`src/rtl/mips_multicycle_ctrl.sv`:
```
// Main control FSM for the multicycle MIPS core: sequences fetch/decode/execute/memory/writeback
// and drives every datapath select and write enable; memory states hold until mem_ready.
module mips_multicycle_ctrl #(
  parameter logic [3:0] RESET_STATE = 4'd0
) (
  input  logic       clk,
  input  logic       reset,
  input  logic [5:0] op,
  input  logic       zero,
  input  logic       mem_ready,
  output logic       mem_req,
  output logic       mem_write,
  output logic       ir_write,
  output logic       reg_write,
  output logic       reg_dst,
  output logic       mem_to_reg,
  output logic       iord,
  output logic       alu_src_a,
  output logic [1:0] alu_src_b,
  output logic       zero_ext,
  output logic [2:0] alu_op,
  output logic [1:0] pc_src,
  output logic       pc_en,
  output logic       illegal_op,
  output logic [3:0] state
);
  localparam logic [3:0] S_FETCH   = 4'd0;
  localparam logic [3:0] S_DECODE  = 4'd1;
  localparam logic [3:0] S_MEMADR  = 4'd2;
  localparam logic [3:0] S_MEMRD   = 4'd3;
  localparam logic [3:0] S_MEMWB   = 4'd4;
  localparam logic [3:0] S_MEMWR   = 4'd5;
  localparam logic [3:0] S_RTYPEEX = 4'd6;
  localparam logic [3:0] S_ALUWB   = 4'd7;
  localparam logic [3:0] S_BEQ     = 4'd8;
  localparam logic [3:0] S_IMMEX   = 4'd9;
  localparam logic [3:0] S_IMMWB   = 4'd10;
  localparam logic [3:0] S_JUMP    = 4'd11;
  localparam logic [3:0] S_BNE     = 4'd12;

  localparam logic [5:0] OP_R    = 6'b000000;
  localparam logic [5:0] OP_LW   = 6'b100011;
  localparam logic [5:0] OP_SW   = 6'b101011;
  localparam logic [5:0] OP_BEQ  = 6'b000100;
  localparam logic [5:0] OP_BNE  = 6'b000101;
  localparam logic [5:0] OP_J    = 6'b000010;
  localparam logic [5:0] OP_ADDI = 6'b001000;
  localparam logic [5:0] OP_SLTI = 6'b001010;
  localparam logic [5:0] OP_ORI  = 6'b001101;
  localparam logic [5:0] OP_XORI = 6'b001110;

  logic [3:0] r_state;
  logic [3:0] w_next;
  logic       r_illegal;
  logic       w_dec_illegal;
  logic       w_mem_go;

  // Enables that complete a memory access are also suppressed while reset is held.
  assign w_mem_go   = mem_ready & reset;
  assign state      = r_state;
  assign illegal_op = r_illegal;

  always_ff @(posedge clk or negedge reset) begin
    if (!reset) begin
      r_state   <= RESET_STATE;
      r_illegal <= 1'b0;
    end else begin
      r_state <= w_next;
      if (w_dec_illegal) r_illegal <= 1'b1;
    end
  end

  always_comb begin
    w_next        = S_FETCH;
    w_dec_illegal = 1'b0;
    case (r_state)
      S_FETCH:   w_next = mem_ready ? S_DECODE : S_FETCH;
      S_DECODE: begin
        case (op)
          OP_LW, OP_SW:                        w_next = S_MEMADR;
          OP_R:                                w_next = S_RTYPEEX;
          OP_BEQ:                              w_next = S_BEQ;
          OP_BNE:                              w_next = S_BNE;
          OP_J:                                w_next = S_JUMP;
          OP_ADDI, OP_SLTI, OP_ORI, OP_XORI:   w_next = S_IMMEX;
          default: begin
            w_next        = S_FETCH;
            w_dec_illegal = 1'b1;
          end
        endcase
      end
      S_MEMADR:  w_next = (op == OP_LW) ? S_MEMRD : ((op == OP_SW) ? S_MEMWR : S_FETCH);
      S_MEMRD:   w_next = mem_ready ? S_MEMWB : S_MEMRD;
      S_MEMWR:   w_next = mem_ready ? S_FETCH : S_MEMWR;
      S_RTYPEEX: w_next = S_ALUWB;
      S_IMMEX:   w_next = S_IMMWB;
      default:   w_next = S_FETCH;
    endcase
  end

  always_comb begin
    mem_req    = 1'b0;
    mem_write  = 1'b0;
    ir_write   = 1'b0;
    reg_write  = 1'b0;
    reg_dst    = 1'b0;
    mem_to_reg = 1'b0;
    iord       = 1'b0;
    alu_src_a  = 1'b0;
    alu_src_b  = 2'b00;
    zero_ext   = 1'b0;
    alu_op     = 3'b000;
    pc_src     = 2'b00;
    pc_en      = 1'b0;
    case (r_state)
      S_FETCH: begin
        mem_req   = 1'b1;
        alu_src_b = 2'b01;
        ir_write  = w_mem_go;
        pc_en     = w_mem_go;
      end
      S_DECODE:  alu_src_b = 2'b11;
      S_MEMADR: begin
        alu_src_a = 1'b1;
        alu_src_b = 2'b10;
      end
      S_MEMRD: begin
        mem_req = 1'b1;
        iord    = 1'b1;
      end
      S_MEMWB: begin
        reg_write  = 1'b1;
        mem_to_reg = 1'b1;
      end
      S_MEMWR: begin
        mem_req   = 1'b1;
        iord      = 1'b1;
        mem_write = w_mem_go;
      end
      S_RTYPEEX: begin
        alu_src_a = 1'b1;
        alu_op    = 3'b010;
      end
      S_ALUWB: begin
        reg_write = 1'b1;
        reg_dst   = 1'b1;
      end
      S_BEQ, S_BNE: begin
        alu_src_a = 1'b1;
        alu_op    = (r_state == S_BNE) ? 3'b100 : 3'b001;
        pc_src    = 2'b01;
        pc_en     = (r_state == S_BNE) ? ~zero : zero;
      end
      S_IMMEX: begin
        alu_src_a = 1'b1;
        alu_src_b = 2'b10;
        case (op)
          OP_SLTI: alu_op = 3'b011;
          OP_ORI:  alu_op = 3'b110;
          OP_XORI: alu_op = 3'b111;
          default: alu_op = 3'b000;
        endcase
        zero_ext = (op == OP_ORI) || (op == OP_XORI);
      end
      S_IMMWB:   reg_write = 1'b1;
      S_JUMP: begin
        pc_src = 2'b10;
        pc_en  = 1'b1;
      end
      default: ;
    endcase
  end
endmodule

```
`config.mk`:
```
export PLATFORM = sky130hd
export DESIGN_NAME = mips_multicycle_ctrl
export DESIGN_NICKNAME = d
export VERILOG_FILES = /design/src/rtl/mips_multicycle_ctrl.sv
export SDC_FILE = /design/constraint.sdc
export NUM_CORES = 1
export LEC_CHECK = 0
export CAP_MARGIN = 20
export CORE_ASPECT_RATIO = 1.2
export CORE_UTILIZATION = 44
export DETAILED_ROUTE_END_ITERATION = 10
export HOLD_SLACK_MARGIN = 0.02
export PLACE_DENSITY = 0.84
export RECOVER_POWER = 25
export SYNTH_ARGS = -nofsm -noshare
export SYNTH_HDL_FRONTEND = slang
export SYNTH_SLANG_ARGS = --single-unit
export TNS_END_PERCENT = 20
```
`constraint.sdc`:
```
create_clock -name clk -period 4.1 [get_ports clk]
set_input_delay 0.41 -clock clk [delete_from_list [all_inputs] [get_ports clk]]
set_output_delay 0.41 -clock clk [all_outputs]
set_load 0.02 [all_outputs]
```
# Word-level counts from Yosys, hierarchy flattened
# Index checks and enable logic that the tools add are counted.
# W data, S select, Z words.
[totals]
word_cells = 62
in_bits = 10
regBits = 5
[op_classes]
n_mux = 25
reduce_logical = 12
eq_ne = 21
bitwise_logic = 2
[op_table]
columns = ["cell", "n"]
rows = [
  ["$pmux W4 S7", 1],
  ["$eq A6 B4 Y1 const B", 4],
  ["$pmux W4 S6", 1],
  ["$eq A4 B4 Y1 const B", 5],
  ["$pmux W3 S3", 2],
  ["$eq A4 B3 Y1 const B", 4],
  ["$mux W3", 5],
  ["$mux W1", 13],
  ["$eq A6 B3 Y1 const B", 2],
  ["$eq A6 B6 Y1 const B", 2],
  ["$reduce_or A10 Y1", 1],
  ["$eq A4 B2 Y1 const B", 2],
  ["$reduce_or A2 Y1", 4],
  ["$eq A6 B2 Y1 const B", 1],
  ["$logic_not A6 Y1", 1],
  ["$pmux W2 S3", 1],
  ["$reduce_or A3 Y1", 2],
  ["$reduce_or A5 Y1", 1],
  ["$eq A4 B1 Y1 const B", 1],
  ["$logic_not A4 Y1", 1],
  ["$pmux W2 S2", 1],
  ["$reduce_or A4 Y1", 1],
  ["$pmux W1 S3", 1],
  ["$and A1 B1 Y1", 1],
  ["2 further kinds", 2],
]

# Depth between registers and ports, before layout
# Gate-level depths: netlist of run 1.
[logic_depth]
depth_word = 4
depth_mapped = 5
depth_no_buf = 4

# Worst setup path after synthesis of run 1
# No wires, ideal clock.
[synth_timing]
path_kind = "reg2out"
start = "register r_state[1] (netlist: state[1])"
end = "output port alu_op[2]"
path_buffers = 1
setup_slack_ps = 1889
path_stages_with_launch = 6
t_arrival_ps = 1801
cell_sequence = "dfrtp_1 buf_6 nand2b_4 or4_4 nor4b_4 a21o_1"
[synth_via]
elab_chain_len = 3
[synth_lines]
columns = ["item", "line", "rtl"]
rows = [
  ["start: declaration", "52", "logic [3:0] r_state;"],
  ["start signal: assignment", "68", "r_state <= w_next;"],
  ["$eq A4 B4 Y1 (on tied branches)", "115, 150", ""],
  ["$mux W3 / $reduce_or A2 Y1 (equally long branches)", "--", ""],
  ["$pmux W3 S3 *", "115", "case (r_state)"],
  ["end: declaration", "21", "output logic [2:0] alu_op,"],
]
# Every way passes the cells marked *; elsewhere a longest branch is shown, timed or not.

# Final worst setup path of run 1
[layout_timing]
start = "input port op[3]"
end = "output port alu_op[2]"
[layout_via]
elab_chain_len = 3
[layout_lines]
columns = ["item", "line", "rtl"]
rows = [
  ["start: declaration", "8", "input logic [5:0] op,"],
  ["$eq A6 B4 Y1", "157", "case (op)"],
  ["$pmux W3 S3 *", "157", ""],
  ["$pmux W3 S3 *", "115", ""],
]
# Marks and branches as above.

==> metrics.csv, run 1 <==
metric,value,unit
final.setup.tns,0,ns
powerDensity,275,nW/um2
crit_path_start_kind,input port,
path_class,in2out,
outcome,"finished, final reports clean",
antenna_found_initial,0,
slowest_stage,clkdlybuf4s50_1,
cts_buffers,3,
maxCapViolations,0,
syn_avg_cell_area,7.48,um2
drc,0,
setup_viol_count_final,0,
worst_setup_path_end_kind,primary output,
maxSlewViolCount,0,
grt_overflow_total,0,
hold_violations,0,
start_util,48.4,%
finalWeightedCongestion,0.874,
ios,32,
fin_crit_sh,73.5,%
portBuffers,31,
routed-via-count,822,
grt_use_total,25.1,%
holdWs,0.467,ns
clock.fmax,332,MHz
synthCells,96,
netlist_area,718,um2
final_antenna_net_count,0,
postCtsSetupBuffers,0,
syn_to_final_growth,42.5,%
n_antenna_cell,0,
synth-warning-count,0,
yosys.area.top_type,dfrtp_1,
multi_input_area,529,um2
dp_hpwl,1380,um
clock_latency,0.25,ns
vias_per_cell,5.96,
cp_common_cell,clkdlybuf4s50_1,
clk_pin_slew_worst_paths,0.05,ns
synth-main-ff-cell,dfrtp_1,
final.setup_skew,0.00817,ns
rows,15,
post-route-min-period,3.01,ns
fp.dieW,38.9,um
final_nets,132,
rsz0062_at_grt,false,
worstMarginPinSlew,0.647,ns
path_cells,"clkdlybuf4s50_1, inv_1, or4_4, nor4b_4, a21o_1, clkdlybuf4s50_1",
yosys.area.top_type_share,17.4,%
grt_pass1_vias,711,
final_cell_area,1020,um2
critical_path.max_fanout,9,
firstDrtPassIters,4,
cts_root_buffer,clkbuf_4,
htree_levels,1,
grt_pass1_wl,3110,um
cp_slowest_stage_delay,0.62,ns
die-area,1800,um2
cts_tree,yes,
cts_resized,0,
cellLeakagePower,0.000349,uW
n_fill_cell,141,
clockBufferDepth,2,
synth-edff-count,0,
drt_wl_total,1850,um
cp.required,3.69,ns
grt_max_degree,21,
placed_cell_area,997,um2
netlist_top_cells_area,"dfrtp_1 (17%), nor3_1 (4.9%), xnor2_1 (4.9%)",
syn_nets,106,
hp-class,in2async,
routedWlPerCell,13.4,um
synthDistinctLibCells,43,
ys_seq_area_share,17.4,%
drive_above_1_share,5.79,%
async_flop_share,100,%
seq_area,125,um2
coreArea,1480,um2
max_slew_margin,56.9,%
die_h,46.3,um
ys_ff_latch,5,
cts_sinks,5,
hold_buffers,0,
peakVddDrop,0.146,mV
drt_iter0_drc,16,
critPathArrivalTime,2.60,ns
## path summary, 6_finish.rpt
path	from	end	slack (ns)	depth (start not counted)
min reg2reg	illegal_op	illegal_op	0.49	1
min in group clk	illegal_op	illegal_op	0.49	1
max in group asynchronous	reset	state[0]	3.41	1
max reg2reg	state[0]	state[0]	2.49	4
min	reset	state[3]	0.47	1
max	op[3]	alu_op[2]	1.09	6
## where the power goes
part           internal, uW  switching [uW]  leakage (uW)  total [uW]
logic                  71.8            73.0      0.000271         145
registers              53.5            23.0     0.0000628        76.5
clock network          36.9            22.7     0.0000150        59.6
## flip-flops by register name, indices dropped and copies added, names as in the netlist
| register | count |
|---|---|
| state | 4 |
| illegal_op | 1 |
## metrics by stage
| stage | total power, uW | util [%] | instances | setup WS [ns] |
|---|---|---|---|---|
| after floorplan | 164 | - | 96 | 1.89 |
| after global placement | 220 | 67.3 | 134 | 1.10 |
| after detailed placement | 221 | 67.3 | 134 | 1.10 |
| after CTS | 283 | 69.0 | 138 | 1.09 |
| after global routing | 299 | 69.0 | 138 | 0.979 |
| final | 281 | 69.0 | 138 | 1.09 |
## worst max-delay path: cells and delay by family
kind | cells | cell delay [ns]
buffers and inverters | 3 | 1.33
and+or+nand+nor | 2 | 0.75
AOI/OAI and AO/OA | 1 | 0.11
## metal layers
metal / track usage, % / part of all wire (%)
met1: 31.3 / 43
met2: 42.7 / 51
met3: 1.93 / 4.2
met4: 12.4 / 1.5
met5: 0 / 0
## cell usage after synthesis, types with 2 or more instances
library cell  instances
inv_1                 3
nand3_1               6
nor3_1                7
dfrtp_1               5
o22ai_1               3
xnor2_1               4
nand2_1               5
a211oi_1              2
nand2b_1              4
buf_2                 3
nor2b_1               3
nand3b_1              2
clkbuf_1              5
o2111ai_1             2
o31ai_1               4
nor2_1                7
a21oi_1               4
xor2_1                2
## cell usage in the layout, fill, tap and decap left out, types with 2 or more instances in the layout
cell / count
nor3_1: 7
nor2b_1: 3
inv_1: 3
dfrtp_1: 5
dlygate4sd3_1: 3
clkbuf_4: 3
o31ai_1: 4
o21ai_0: 2
nand2b_1: 4
nor2_1: 7
o22ai_1: 3
nand2_1: 5
xor2_1: 2
a21oi_1: 4
xnor2_1: 4
o2111ai_1: 2
clkdlybuf4s50_1: 28
nand3_1: 6
nand3b_1: 2
a211oi_1: 2
## cell families (layout without fill, tap and decap cells)
group	Yosys count	count (layout)	synth area share, %
AND/OR/NAND/NOR	44	44	37.6
XOR/XNOR	6	6	7.32
buffers and inverters	13	38	8.88
AO/OA/AOI/OAI	26	26	25.8
multiplexers	2	2	2.96
flip-flops	5	5	17.4
## layout make-up
class	instances	area share [%]
tap	17	2.08
sequential	5	12.2
clock buffer	4	2.57
multi-input combinational	78	51.7
inverter	3	1.10
timing repair buffer	31	30.3
(Power assumes the default switching activity.)
==> run 2: changes to the inputs <==
Settings changed: CORE_UTILIZATION 44 to 37, PLACE_DENSITY 0.84 to 0.75.
Clock period 4.1 ns to 2.6 ns, I/O delays scaled along.
==> run 2 against run 1 <==
Against the previous run:
- critical path depth unchanged
- hold slack worse by 0.0095 ns
- highest routed layer unchanged
- largest power group unchanged
- wire length up 12%
- die area up 18%
==> metrics.csv, run 2 (same netlist as run 1, synthesis figures left out) <==
metric,value,unit,change
cts_root_buffer,clkbuf_4,,
final_antenna_net_count,0,,unchanged
final_common_cell,clkdlybuf4s50_1,,
post-route-min-period,2.51,ns,
cp.required,2.34,ns,-1.35 ns
grt_max_degree,20,,-4.8%
cts_tree,yes,,
grt_pass1_vias,797,,+12%
cts_resized,0,,unchanged
timing.final.ws_setup,0.0859,ns,-0.999 ns
grt_overflow_total,0,,unchanged
setup_viol_count_final,0,,unchanged
rsz0062_at_grt,false,,
worstMarginPinSlew,0.480,ns,-0.167 ns
vias_per_cell,5.79,,-2.8%
powerDensity,418,nW/um2,+52%
cellLeakagePower,0.000393,uW,+13%
outcome,"finished, final reports clean",,
drive_above_1_share,13.8,%,+8.1 points
portBuffers,31,,unchanged
coreArea,1830,um2,+23%
m1WireLength,827,um,+3.5%
critical_path.max_fanout,3,,-6
path_cells,"clkdlybuf4s50_1, inv_1, or4_4, nor4b_4, a21o_1, clkdlybuf4s50_1",,
worst_setup_path_end_kind,primary output,,
finalWeightedCongestion,0.909,,+4.0%
grt_use_total,20.4,%,-4.8 points
drc,0,,unchanged
clock_latency,0.24,ns,about the same
route.met2.wl,1110,um,+17%
highest_layer,met4,,
antenna_found_initial,0,,unchanged
max_slew_margin,67.6,%,+11 points
dp_hpwl,1590,um,+15%
rows,17,,+2
slowest_stage,clkdlybuf4s50_1,,
routed-via-count,863,,+5.0%
cts_sinks,5,,unchanged
cp_slowest_stage_delay,0.59,ns,-0.03 ns
crit_path_start_kind,input port,,
ios,32,,unchanged
maxCapViolations,0,,unchanged
hold_buffers,0,,unchanged
cts_buffers,3,,unchanged
routedWlPerCell,13.9,um,+3.3%
clockBufferDepth,2,,unchanged
final_cell_mix,"clkdlybuf4s50_1 (28), buf_4 (8), nor3_1 (7), nor2_1 (7), nand3_1 (6)",,
critPathArrivalTime,2.25,ns,-0.35 ns
cp_common_cell,clkdlybuf4s50_1,,
r2r_cells,4,,unchanged
final_nets,141,,+6.8%
routed-wl-met3,108,um,+40%
largest_reg_flops,4,,unchanged
final.setup.tns,0,ns,unchanged
clk_pin_slew_worst_paths,0.05,ns,about the same
hp-class,in2async,,
pre_cts_slack,0.0654,ns,-1.04 ns
maxSlewViolCount,0,,unchanged
path_class,in2out,,
postCtsSetupBuffers,0,,unchanged
syn_to_final_growth,52.3,%,
fp.dieW,42.2,um,+8.6%
hold_violations,0,,unchanged
n_antenna_cell,0,,unchanged
final.setup_skew,0.00262,ns,-0.00555 ns
die_h,50.3,um,+8.7%
htree_levels,1,,unchanged
clock.fmax,398,MHz,
drt_wl_total,2070,um,+12%
firstDrtPassIters,4,,unchanged
peakVddDrop,0.223,mV,+52%
fin_crit_sh,96.7,%,
die-area,2120,um2,+18%
grt_pass1_wl,3400,um,+9.3%
start_util,39.3,%,-9.2 points
drt_iter0_drc,31,,+15
## run 2: cell count changes in the layout (fill, tap and decap cells not counted)
cell	delta
and2_0	+1
and2_1	-1
buf_4	+8
clkinv_2	+1
inv_1	-1
inv_2	+1
nand2_1	-1
nand2_2	+1
o21ai_0	-1
o21ai_1	+1
## run 2: worst max-delay path, delay by kind of cell
family / cells / cell delay [ns]
buffers and inverters: 3 / 1.12
and+or+nand+nor: 2 / 0.74
AOI/OAI and AO/OA: 1 / 0.12
## run 2: area by class of cell
class	instances	area (um2)
multi-input combinational	78	532
tap	19	23.8
clock inverter	1	5.00
clock buffer	3	22.5
sequential	5	125
inverter	3	11.3
fill	182	736
timing repair buffer	40	374
## run 2: metal layers
layer / global-route usage (%) / vias to the layer above
li1: - / 428
met1: 24.1 / 394
met2: 37.7 / 39
met3: 1.08 / 2
met4: 7.81 / 0
met5: 0 / -
## run 2: path summary, 6_finish.rpt
check | start | end | slack (ns)
setup / recovery | op[3] | alu_op[2] | 0.09
hold / removal | reset | state[3] | 0.46
setup reg to reg | state[0] | state[1] | 1.10
hold reg to reg | illegal_op | illegal_op | 0.47
max in group asynchronous | reset | state[2] | 1.89
min in group clk | illegal_op | illegal_op | 0.47
## run 2: where the power goes
group / internal, uW / total, uW / switching, uW
clock network: 55.8 / 90.6 / 34.8
logic: 126 / 271 / 145
registers: 84.8 / 95.9 / 11.1
## run 2: metrics by stage
stage | util, % | instances | hold slack (ns) | power (uW) | cell area [um2]
6_report | 59.8 | 149 | 0.458 | 458 | 1090
5_1_grt | 59.8 | 149 | 0.474 | 490 | 1090
4_1_cts | 59.8 | 149 | 0.319 | 460 | 1090
3_5_place_dp | 58.3 | 145 | 0.460 | 367 | 1070
3_3_place_gp | 58.3 | 145 | 0.453 | 364 | 1070
2_1_floorplan | - | 96 | -0.0356 | 259 | 718
